**config.mk**
```make
export PLATFORM = sky130hd
export DESIGN_NAME = cdb_arbiter_flat
export DESIGN_NICKNAME = d
export VERILOG_FILES = /design/src/rtl/cdb_arbiter_pkg.sv /design/src/rtl/cdb_arbiter_if.sv /design/src/rtl/cdb_fifo.sv /design/src/rtl/cdb_arbiter.sv /design/src/flat_wrapper.sv
export SDC_FILE = /design/constraint.sdc
export NUM_CORES = 1
export LEC_CHECK = 0
export BUFFER_PORTS_ARGS = -buffer_cell sky130_fd_sc_hd__buf_2
export CORE_ASPECT_RATIO = 1.5
export CORE_MARGIN = 2
export CORE_UTILIZATION = 40
export DETAILED_ROUTE_END_ITERATION = 12
export HOLD_SLACK_MARGIN = 0.05
export MAX_ROUTING_LAYER = met4
export PLACE_DENSITY = 0.65
export SYNTH_ARGS = -nofsm -noshare
export SYNTH_HDL_FRONTEND = slang
export SYNTH_HIERARCHICAL = 1
export SYNTH_SLANG_ARGS = --single-unit
```
**constraint.sdc**
```tcl
create_clock -name clockIn -period 8.5 [get_ports clockIn]
set_clock_uncertainty 0.2 [all_clocks]
set_input_delay 1.7 -clock clockIn [delete_from_list [all_inputs] [get_ports clockIn]]
set_output_delay 1.7 -clock clockIn [all_outputs]
set_load 0.005 [all_outputs]
```
**src/rtl/cdb_arbiter_pkg.sv**
```systemverilog
// cdb_arbiter_pkg: constants and types shared by the common-data-bus arbiter,
// its queues, its interface and its testbench.
//   ROB_WIDTH    default width of a reorder-buffer index
//   CDB_ENTRY_W  width of one queued/broadcast entry {robId, value}
//   cdbSrc_e     result source identifiers (SRC_ALU, SRC_LSB)
//   entryWidth() entry width for an arbitrary ROB index width
package cdb_arbiter_pkg;

  localparam int ROB_WIDTH   = 4;
  localparam int CDB_ENTRY_W = ROB_WIDTH + 32;

  typedef enum logic {
    SRC_ALU = 1'b0,
    SRC_LSB = 1'b1
  } cdbSrc_e;

  function automatic int entryWidth(input int robWidth);
    return robWidth + 32;
  endfunction

endpackage

```
**src/rtl/cdb_arbiter_if.sv**
```systemverilog
// cdb_arbiter_if: bundle of producer, flush and broadcast signals around the
// common-data-bus arbiter.
//   flush                        misprediction clear (active-high)
//   aluValid/aluRobId/aluVal     ALU result stream, aluStall back-pressure
//   lsbValid/lsbRobId/lsbVal     LSB result stream, lsbStall back-pressure
//   cdbValid/cdbRobId/cdbVal     registered broadcast bus
// Modport slave is the arbiter's view, master the environment's view.
interface cdb_arbiter_if #(
  parameter int ROB_WIDTH = cdb_arbiter_pkg::ROB_WIDTH
);

  logic                 flush;
  logic                 aluValid;
  logic [ROB_WIDTH-1:0] aluRobId;
  logic [31:0]          aluVal;
  logic                 aluStall;
  logic                 lsbValid;
  logic [ROB_WIDTH-1:0] lsbRobId;
  logic [31:0]          lsbVal;
  logic                 lsbStall;
  logic                 cdbValid;
  logic [ROB_WIDTH-1:0] cdbRobId;
  logic [31:0]          cdbVal;

  modport master (
    output flush,
    output aluValid, aluRobId, aluVal,
    input  aluStall,
    output lsbValid, lsbRobId, lsbVal,
    input  lsbStall,
    input  cdbValid, cdbRobId, cdbVal
  );

  modport slave (
    input  flush,
    input  aluValid, aluRobId, aluVal,
    output aluStall,
    input  lsbValid, lsbRobId, lsbVal,
    output lsbStall,
    output cdbValid, cdbRobId, cdbVal
  );

endinterface

```
**src/rtl/cdb_fifo.sv**
```systemverilog
// cdb_fifo: small per-source result queue for the CDB arbiter.
//   clockIn   clock, rising edge
//   resetIn   synchronous active-low reset (pointers and count)
//   flush     empties the queue; overrides push and pop
//   push      write pushData at the tail
//   pushData  entry to enqueue
//   pop       drop the head entry
//   count     occupancy, 0..2**FIFO_WIDTH
//   head      current head entry (undefined when count is 0)
module cdb_fifo #(
  parameter int FIFO_WIDTH = 2,
  parameter int DATA_W     = 36
) (
  input  logic                  clockIn,
  input  logic                  resetIn,
  input  logic                  flush,
  input  logic                  push,
  input  logic [DATA_W-1:0]     pushData,
  input  logic                  pop,
  output logic [FIFO_WIDTH:0]   count,
  output logic [DATA_W-1:0]     head
);

  localparam int DEPTH = 1 << FIFO_WIDTH;

  logic [DATA_W-1:0]     mem [DEPTH];
  logic [FIFO_WIDTH-1:0] wrPtr;
  logic [FIFO_WIDTH-1:0] rdPtr;
  logic                  doPush;
  logic                  doPop;

  // Full/empty come from the count; pointers simply wrap modulo DEPTH.
  // A push into a full queue is only honoured when a pop frees a slot.
  assign doPop  = pop && (count != '0);
  assign doPush = push && ((count != (FIFO_WIDTH+1)'(DEPTH)) || doPop);

  always_ff @(posedge clockIn) begin
    if (!resetIn) begin
      wrPtr <= '0;
      rdPtr <= '0;
      count <= '0;
    end else if (flush) begin
      wrPtr <= '0;
      rdPtr <= '0;
      count <= '0;
    end else begin
      if (doPush) wrPtr <= wrPtr + 1'b1;
      if (doPop)  rdPtr <= rdPtr + 1'b1;
      case ({doPush, doPop})
        2'b10:   count <= count + 1'b1;
        2'b01:   count <= count - 1'b1;
        default: count <= count;
      endcase
    end
  end

  // Storage carries no reset; only the count decides what is valid.
  always_ff @(posedge clockIn) begin
    if (resetIn && !flush && doPush) mem[wrPtr] <= pushData;
  end

  assign head = mem[rdPtr];

endmodule

```
**src/rtl/cdb_arbiter.sv**
```systemverilog
// cdb_arbiter: merges the ALU and LSB result streams onto one registered
// common data bus, at most one broadcast per cycle.
//   clockIn   clock, rising edge
//   resetIn   synchronous active-low reset
//   cdbBus    slave modport: flush, both producer streams with their stall
//             outputs, and the broadcast cdbValid/cdbRobId/cdbVal
// Each source owns a cdb_fifo; an empty queue lets the same-cycle input
// bypass straight to arbitration. Conflicts are resolved round-robin.
module cdb_arbiter #(
  parameter int ROB_WIDTH  = cdb_arbiter_pkg::ROB_WIDTH,
  parameter int FIFO_WIDTH = 2
) (
  input  logic         clockIn,
  input  logic         resetIn,
  cdb_arbiter_if.slave cdbBus
);

  import cdb_arbiter_pkg::*;

  localparam int ENTRY_W = entryWidth(ROB_WIDTH);
  localparam int DEPTH   = 1 << FIFO_WIDTH;
  localparam int COUNT_W = FIFO_WIDTH + 1;

  logic [COUNT_W-1:0]   aluCount;
  logic [COUNT_W-1:0]   lsbCount;
  logic [ENTRY_W-1:0]   aluHead;
  logic [ENTRY_W-1:0]   lsbHead;
  logic [ENTRY_W-1:0]   aluEntry;
  logic [ENTRY_W-1:0]   lsbEntry;
  logic                 aluHas;
  logic                 lsbHas;
  logic                 aluCand;
  logic                 lsbCand;
  logic                 conflict;
  logic                 grantAlu;
  logic                 grantLsb;
  logic                 aluPush;
  logic                 lsbPush;
  logic                 aluPop;
  logic                 lsbPop;
  logic [ENTRY_W-1:0]   winEntry;

  cdbSrc_e              lastGrant;
  logic                 cdbValidReg;
  logic [ROB_WIDTH-1:0] cdbRobIdReg;
  logic [31:0]          cdbValReg;

  cdb_fifo #(
    .FIFO_WIDTH (FIFO_WIDTH),
    .DATA_W     (ENTRY_W)
  ) aluFifo (
    .clockIn  (clockIn),
    .resetIn  (resetIn),
    .flush    (cdbBus.flush),
    .push     (aluPush),
    .pushData ({cdbBus.aluRobId, cdbBus.aluVal}),
    .pop      (aluPop),
    .count    (aluCount),
    .head     (aluHead)
  );

  cdb_fifo #(
    .FIFO_WIDTH (FIFO_WIDTH),
    .DATA_W     (ENTRY_W)
  ) lsbFifo (
    .clockIn  (clockIn),
    .resetIn  (resetIn),
    .flush    (cdbBus.flush),
    .push     (lsbPush),
    .pushData ({cdbBus.lsbRobId, cdbBus.lsbVal}),
    .pop      (lsbPop),
    .count    (lsbCount),
    .head     (lsbHead)
  );

  // Candidate selection and round-robin grant. A queued entry always takes
  // precedence over the new input so per-source order is preserved.
  always_comb begin
    aluHas   = (aluCount != '0);
    lsbHas   = (lsbCount != '0);
    aluCand  = aluHas || cdbBus.aluValid;
    lsbCand  = lsbHas || cdbBus.lsbValid;
    aluEntry = aluHas ? aluHead : {cdbBus.aluRobId, cdbBus.aluVal};
    lsbEntry = lsbHas ? lsbHead : {cdbBus.lsbRobId, cdbBus.lsbVal};
    conflict = aluCand && lsbCand;
    grantAlu = aluCand && (!lsbCand || (lastGrant == SRC_LSB));
    grantLsb = lsbCand && !grantAlu;
    aluPop   = grantAlu && aluHas;
    lsbPop   = grantLsb && lsbHas;
    // Only an input that bypassed and won skips the queue.
    aluPush  = cdbBus.aluValid && !(grantAlu && !aluHas);
    lsbPush  = cdbBus.lsbValid && !(grantLsb && !lsbHas);
    winEntry = grantAlu ? aluEntry : lsbEntry;
  end

  // Broadcast registers: winner becomes visible in the cycle after the grant.
  always_ff @(posedge clockIn) begin
    if (!resetIn) begin
      cdbValidReg <= 1'b0;
      cdbRobIdReg <= '0;
      cdbValReg   <= '0;
      lastGrant   <= SRC_LSB;
    end else if (cdbBus.flush) begin
      cdbValidReg <= 1'b0;
    end else begin
      cdbValidReg <= grantAlu || grantLsb;
      if (grantAlu || grantLsb) begin
        cdbRobIdReg <= winEntry[ENTRY_W-1:32];
        cdbValReg   <= winEntry[31:0];
      end
      if (conflict) lastGrant <= grantAlu ? SRC_ALU : SRC_LSB;
    end
  end

  // Stall leaves room for the one result already in flight in the producer.
  assign cdbBus.aluStall = (aluCount >= COUNT_W'(DEPTH - 1));
  assign cdbBus.lsbStall = (lsbCount >= COUNT_W'(DEPTH - 1));
  assign cdbBus.cdbValid = cdbValidReg;
  assign cdbBus.cdbRobId = cdbRobIdReg;
  assign cdbBus.cdbVal   = cdbValReg;

endmodule

```
**src/flat_wrapper.sv**
```systemverilog
// flat-port wrapper written by rule: the top's interface ports become plain ports
module cdb_arbiter_flat import cdb_arbiter_pkg::*;
#(
  parameter int ROB_WIDTH  = cdb_arbiter_pkg::ROB_WIDTH,
  parameter int FIFO_WIDTH = 2
)
  (clockIn, resetIn, cdbBus_flush, cdbBus_aluValid, cdbBus_aluRobId, cdbBus_aluVal, cdbBus_aluStall, cdbBus_lsbValid, cdbBus_lsbRobId, cdbBus_lsbVal, cdbBus_lsbStall, cdbBus_cdbValid, cdbBus_cdbRobId, cdbBus_cdbVal);
  cdb_arbiter_if #(.ROB_WIDTH(ROB_WIDTH)) cdbBus_i ();
  input  logic clockIn;
  input  logic resetIn;
  input wire logic [$bits(cdbBus_i.flush)-1:0] cdbBus_flush;
  input wire logic [$bits(cdbBus_i.aluValid)-1:0] cdbBus_aluValid;
  input wire logic [$bits(cdbBus_i.aluRobId)-1:0] cdbBus_aluRobId;
  input wire logic [$bits(cdbBus_i.aluVal)-1:0] cdbBus_aluVal;
  output wire logic [$bits(cdbBus_i.aluStall)-1:0] cdbBus_aluStall;
  input wire logic [$bits(cdbBus_i.lsbValid)-1:0] cdbBus_lsbValid;
  input wire logic [$bits(cdbBus_i.lsbRobId)-1:0] cdbBus_lsbRobId;
  input wire logic [$bits(cdbBus_i.lsbVal)-1:0] cdbBus_lsbVal;
  output wire logic [$bits(cdbBus_i.lsbStall)-1:0] cdbBus_lsbStall;
  output wire logic [$bits(cdbBus_i.cdbValid)-1:0] cdbBus_cdbValid;
  output wire logic [$bits(cdbBus_i.cdbRobId)-1:0] cdbBus_cdbRobId;
  output wire logic [$bits(cdbBus_i.cdbVal)-1:0] cdbBus_cdbVal;
  assign cdbBus_i.flush = cdbBus_flush;
  assign cdbBus_i.aluValid = cdbBus_aluValid;
  assign cdbBus_i.aluRobId = cdbBus_aluRobId;
  assign cdbBus_i.aluVal = cdbBus_aluVal;
  assign cdbBus_aluStall = cdbBus_i.aluStall;
  assign cdbBus_i.lsbValid = cdbBus_lsbValid;
  assign cdbBus_i.lsbRobId = cdbBus_lsbRobId;
  assign cdbBus_i.lsbVal = cdbBus_lsbVal;
  assign cdbBus_lsbStall = cdbBus_i.lsbStall;
  assign cdbBus_cdbValid = cdbBus_i.cdbValid;
  assign cdbBus_cdbRobId = cdbBus_i.cdbRobId;
  assign cdbBus_cdbVal = cdbBus_i.cdbVal;
  cdb_arbiter #(.ROB_WIDTH(ROB_WIDTH), .FIFO_WIDTH(FIFO_WIDTH)) u_core (.clockIn(clockIn), .resetIn(resetIn), .cdbBus(cdbBus_i));
endmodule
```
Yosys cells after proc, flatten, opt, wreduce, memory -nomap -nowiden
Memories as Yosys holds them, arrays and structs flattened. A register that Yosys moved wholly into a read port is not among the register bits.
Index checks and enable logic that the tools add are counted.
W data, S select, Z words.

cells by class
  add/subtract/negate cells = 8
  bitwise gates (word level) = 2
  order comparisons = 2
  muxes and demuxes = 14
  reduce and logical (&&, ||, !) cells = 36
  eq/ne operators = 6

operator list
  kind                   number
  $mux W36               3
  $logic_and A1 B1 Y1    16
  $pmux W3 S2            2
  $add A2 B1 Y2 const B  4
  $mux W2                4
  $logic_not A1 Y1       7
  $add A3 B1 Y3 const B  2
  $ge A3 B2 Y1 const B   2
  $logic_or A1 B1 Y1     6
  $ne A3 B3 Y1 const B   2
  $reduce_bool A3 Y1     2
  $sub A3 B1 Y3 const B  2
  $mux W1                5
  $eq A2 B1 Y1 const B   2
  $eq A2 B2 Y1 const B   2
  $reduce_and A2 Y1      2
  $reduce_bool A2 Y1     2
  $not A1 Y1             2
  $reduce_or A2 Y1       1

storage, ports and cells
  memories kept = 2
  output and inout port bits = 39
  flip-flop bits (word level) = 52
  RAM bits = 288
  input bits = 77
  logic and storage cells = 80

memories
  name                words  width  read ports  clocked after Yosys merged registers in  wr ports  line            RTL
  u_core.aluFifo.mem  4      36     1           1                                        1         cdb_fifo.sv:26  logic [DATA_W-1:0] mem [DEPTH];
  u_core.lsbFifo.mem  4      36     1           1                                        1         cdb_fifo.sv:26

Longest topological paths before layout
  word-level depth = 14
  depth in mapped cells = 12
  mapped depth without buffers = 9

By module
The synthesis kept the hierarchy.

by module, submodules not included
  module       cells each  area an instance (µm²)  times used  seq. area each (µm²)
  cdb_fifo     246         5695.5                  2           4504.3
  cdb_arbiter  446         3387.0                  1           760.7

Worst setup path after synthesis
Ideal clock, no wire load.

  kind = input to register
  start = input cdbBus_lsbValid
  end = memory u_core.aluFifo.mem[0][0], enable pin
  buffers on the path = 2
  library setup time = 0.397 ns
  cell stages on the path = 8
  arrival time = 4.173 ns
  data required time = 7.903 ns
  path slack = 3.730 ns
  cells stage by stage = or4_4 buf_6 buf_6 a21oi_1 or4b_4 nand2_1 nor2_1 and2_1

between the ends
  longest elaborated chain between the ends = 11
  elaborated cells between the ends (all ways) = 14
  classes of those cells = mux: 2; reduce/logical: 12

ends and longest elaborated chain
  item                           line                RTL
  start: declaration             flat_wrapper.sv:16  input wire logic [$bits(cdbBus_i.lsbValid)-1:0] cdbBus_lsbValid;
  $logic_or A1 B1 Y1             cdb_arbiter.sv:82   lsbCand = lsbHas || cdbBus.lsbValid;
  $logic_not A1 Y1               cdb_arbiter.sv:86   grantAlu = aluCand && (!lsbCand || (lastGrant == SRC_LSB));
  $logic_or A1 B1 Y1             cdb_arbiter.sv:86
  $logic_and A1 B1 Y1            cdb_arbiter.sv:86
  $logic_and A1 B1 Y1            cdb_arbiter.sv:88   aluPop = grantAlu && aluHas;
  via u_core.aluPop              cdb_arbiter.sv:39   logic aluPop;
  $logic_and A1 B1 Y1            cdb_fifo.sv:34      assign doPop = pop && (count != '0);
  $logic_or A1 B1 Y1             cdb_fifo.sv:35      assign doPush = push && ((count != (FIFO_WIDTH+1)'(DEPTH)) || doPop);
  $logic_and A1 B1 Y1            cdb_fifo.sv:35
  $logic_and A1 B1 Y1            cdb_fifo.sv:59      if (resetIn && !flush && doPush) mem[wrPtr] <= pushData;
  $mux W1                        cdb_fifo.sv:59
  $mux W1 (implied by the code)  cdb_fifo.sv:59
  end: declaration               cdb_fifo.sv:26

The timed path passes the listed nets, and every way through them passes these cells.

Final worst setup path
  start = input cdbBus_lsbValid
  end = register u_core.aluFifo.count[1]

between the ends
  longest elaborated chain between the ends = 10
  elaborated cells between the ends (all ways) = 15
  classes of those cells = eq/ne: 2; mux: 1; reduce/logical: 12

ends and longest elaborated chain
  item                                               line               RTL
  $logic_or A1 B1 Y1 *                               cdb_arbiter.sv:82
  $logic_not A1 Y1 *                                 cdb_arbiter.sv:86
  $logic_or A1 B1 Y1 *                               cdb_arbiter.sv:86
  $logic_and A1 B1 Y1 *                              cdb_arbiter.sv:86
  $logic_and A1 B1 Y1 *                              cdb_arbiter.sv:91  aluPush = cdbBus.aluValid && !(grantAlu && !aluHas);
  $logic_not A1 Y1 *                                 cdb_arbiter.sv:91
  $logic_and A1 B1 Y1 *                              cdb_arbiter.sv:91
  via u_core.aluPush                                 cdb_arbiter.sv:37  logic aluPush;
  $logic_and A1 B1 Y1 *                              cdb_fifo.sv:35
  $eq A2 B1 Y1 or $eq A2 B2 Y1 (tied branches)       cdb_fifo.sv:49     case ({doPush, doPop})
  $pmux W3 S2 or $reduce_bool A2 Y1 (tied branches)  --
  end signal: assignment                             cdb_fifo.sv:50     2'b10: count <= count + 1'b1;
  end signal: assignment                             cdb_fifo.sv:51     2'b01: count <= count - 1'b1;
  end signal: assignment                             cdb_fifo.sv:52     default: count <= count;
  end: declaration                                   cdb_fifo.sv:20     output logic [FIFO_WIDTH:0] count,

Mark *: on every way through the listed nets, which the timed path passes. The rest lies on a longest branch.
A chain may end at the register's enable or synchronous reset.

==> out/results.ini <==
[logic_synthesis]
synthTopCellsByCount = edfxtp_1 (288), a21oi_1 (76), mux4_2 (72)
postSynthAreaPerCell_um2 = 15.8
netlist_area_mm2 = 0.0148
synth_xor_area_share_pct = 0.652
ys_types = 42
syn-num-nets = 1025
yosys_warnings = 6
synthArstFlopShare_pct = 0
ys_ff_latch = 344
synth_top_area_share_pct = 58.5
synth_edf_count = 288
yosys.cell_count.top_type = edfxtp_1
synth_fa_ha_area_share_pct = 0.948
synth_flop_cell = edfxtp_1
seq_area_frac_synth_pct = 66.1
synth.area.top_cells = edfxtp_1 (59%), mux4_2 (11%), dfxtp_1 (7.6%)
synth_compound_area_share_pct = 13.2
synthCells = 938
synth_top_family_by_area = compound AO/OA/AOI/OAI gates
synth-simple-area-share_pct = 4.91
synth_top_cell_by_area = edfxtp_1
synthMuxAreaShare_pct = 11.0

[worst_setup_path]
cp-start-kind = primary input
worst_setup_path_end_kind = register
worst-path-buf-inv = 2
path_class = in2reg
cpPeakStageDelay_ns = 0.74
cp.required_ns = 8.76
cp_slowest_cell = or4_4
crit_fanout = 38
worstPathCellList = buf_2 -> or4_4 -> nand2_2 -> a21boi_0 -> buf_4 -> or2_2 -> fa_1 -> nor2_1 -> o211ai_1 -> a221oi_1
crit_arrival_ns = 4.95
cp_top_family = simple AND/OR/NAND/NOR gates

[global_routing]
grt.total_usage_pct = 18.2
grt_pass1_wl_um = 52600
overflow = 0
grt_max_degree = 75
grt_pass1_vias = 8922
antenna_found_initial = 2

[clocking]
cts_made_buffers = 29
cts_tree = built
clk_pin_slew_ns = 0.07
root_buffer = clkbuf_16
ctsHoldBuffers = 0
cts.path.max_buffers = 3
clk_latency_ns = 0.55
clkSinkCount = 344
cts_resized = 0
h-tree-depth = 1
cts_setup_buffers = 0

[timing]
worst_slew_pin_slew_ns = 1.05
hold-worst-slack_ns = 0.266
finalSetupTns_ns = 0
setup_viol = 0
clock.fmax_ghz = 0.213
slew_violations = 0
max_slew_margin_pct = 29.7
hold_viol_final = 0
finalCritPeriodShare_pct = 55.1
grt_setup_unrepaired = no
fin_crit_ns = 4.69

[outcome]
status = complete, no violations

[floorplanning]
core-area_mm2 = 0.0366
dieArea_mm2 = 0.0385
die_h_um = 239
ioPinCount = 116
die_w_um = 161
start_util_pct = 40.4
rows = 86

[placed_design]
dp_hpwl_um = 22600
placed_cells = 1470
numPortBuffers = 115
place.gp.congestion = 0.938
placed_area_mm2 = 0.0157

[routing]
ant_nets = 0
drc = 0
route.vias.total = 8767
detail_route.vias_per_cell = 5.75
wl_per_cell_um = 22.5
first_pass_iters = 4
wl_um = 34400
drtIter0Drc = 739

[power]
power_uw = 3400
power_density_mw_per_mm2 = 204
leakagePower_uw = 0.00530
worst_ir_drop_vdd_v = 0.000127

[cells_and_area]
fillers = 3221
drive_above_1_share_pct = 26.3
syn2layout_area_growth_pct = 12.8
final_nets = 1104
stdcell_area_mm2 = 0.0167
layoutNonFillerInstCount = 1526

[run]
drv_cap = 0

[worst_hold_path]
hold_path.class = reg2reg

==> stage by stage <==
step           setup slack (ns)  utilization [%]
6_report                   3.81             45.6
5_1_grt                    3.62             45.6
4_1_cts                    3.89             45.5
3_5_place_dp               3.31             42.8
3_3_place_gp               3.33             42.8
2_1_floorplan              3.73                -
==> worst reg2reg max path, cell delays in order, from the launching register on <==
cell and delay [ns]:
dfxtp_1 0.31, buf_4 0.45, or4_4 0.52, nand2_2 0.55
a21boi_0 0.35, buf_4 0.21, nand2_1 0.11, nor2_1 0.19
and2_2 0.83
==> power breakdown <==
group	switching, uW	total (uW)	internal [uW]
Combinational	99.6	158	58.6
Clock	602	1380	783
Sequential	15.0	1860	1840
Total	716	3400	2680
==> per-layer routing <==
metal / vias up / part of all wire (%) / global-route usage (%)
met5: - / 0 / -
met4: 0 / 3.8 / 7.58
met3: 54 / 5.4 / 2.49
met2: 318 / 49 / 29.1
met1: 4435 / 42 / 23.5
li1: 3960 / - / -
==> path summary, 6_finish.rpt <==
check                                              start  slack, ns  cells after the start                        end
worst max-delay path                     cdbBus_lsbValid       3.81                     10    u_core/aluFifo/count[1]
worst min-delay path            u_core/cdbBus.cdbVal[14]       0.27                      1   u_core/cdbBus.cdbVal[14]
worst min register to register  u_core/cdbBus.cdbVal[14]       0.27                      1   u_core/cdbBus.cdbVal[14]
worst max register to register   u_core/lsbFifo/count[2]       4.37                      8  u_core/aluFifo/mem[2][33]
==> cell usage in the layout (no fill, tap or decap), types with 5 or more instances in the layout <==
cell / synthesis / final
edfxtp_1: 288 / 288
buf_2: 27 / 115
a21oi_1: 76 / 76
mux4_2: 72 / 72
nor2_1: 56 / 56
dfxtp_1: 56 / 54
o31a_1: 38 / 38
a211oi_1: 38 / 38
nand2b_1: 38 / 38
a2111oi_0: 36 / 36
a32o_1: 36 / 36
clkbuf_16: 0 / 29
o21ai_0: 28 / 28
buf_4: 1 / 16
inv_1: 11 / 11
o21ai_1: 9 / 9
and2_2: 0 / 8
ha_1: 8 / 8
xnor2_1: 7 / 7
clkinv_1: 0 / 5
bufinv_16: 0 / 5
nand2_1: 5 / 5
==> cell families after synthesis <==
group / count (synthesis)
flip-flops: 344
AO/OA/AOI/OAI: 272
AND/OR/NAND/NOR: 135
buffers and inverters: 94
multiplexers: 72
XOR/XNOR: 11
adder cells (fa/ha/maj): 10
==> sequential cells by signal, summed over array words and instances (netlist names), 3 cells and up, named ones only <==
name	cells
u_core/lsbFifo/mem	144
u_core/cdbBus.cdbRobId	4
u_core/cdbBus.cdbVal	32
u_core/lsbFifo/count	3
u_core/aluFifo/mem	144
u_core/aluFifo/count	3
==> layout make-up <==
class                      count  area, um^2  area share, %
multi-input combinational    500        4560           27.3
inverter                      11        41.3          0.248
clock inverter                22         254           1.52
clock buffer                  32         737           4.42
timing repair buffer         131         696           4.17
tap                          484         606           3.63
sequential                   344        9770           58.6
antenna                        2        5.00         0.0300
No activity file was read; power rests on OpenSTA's default activity.
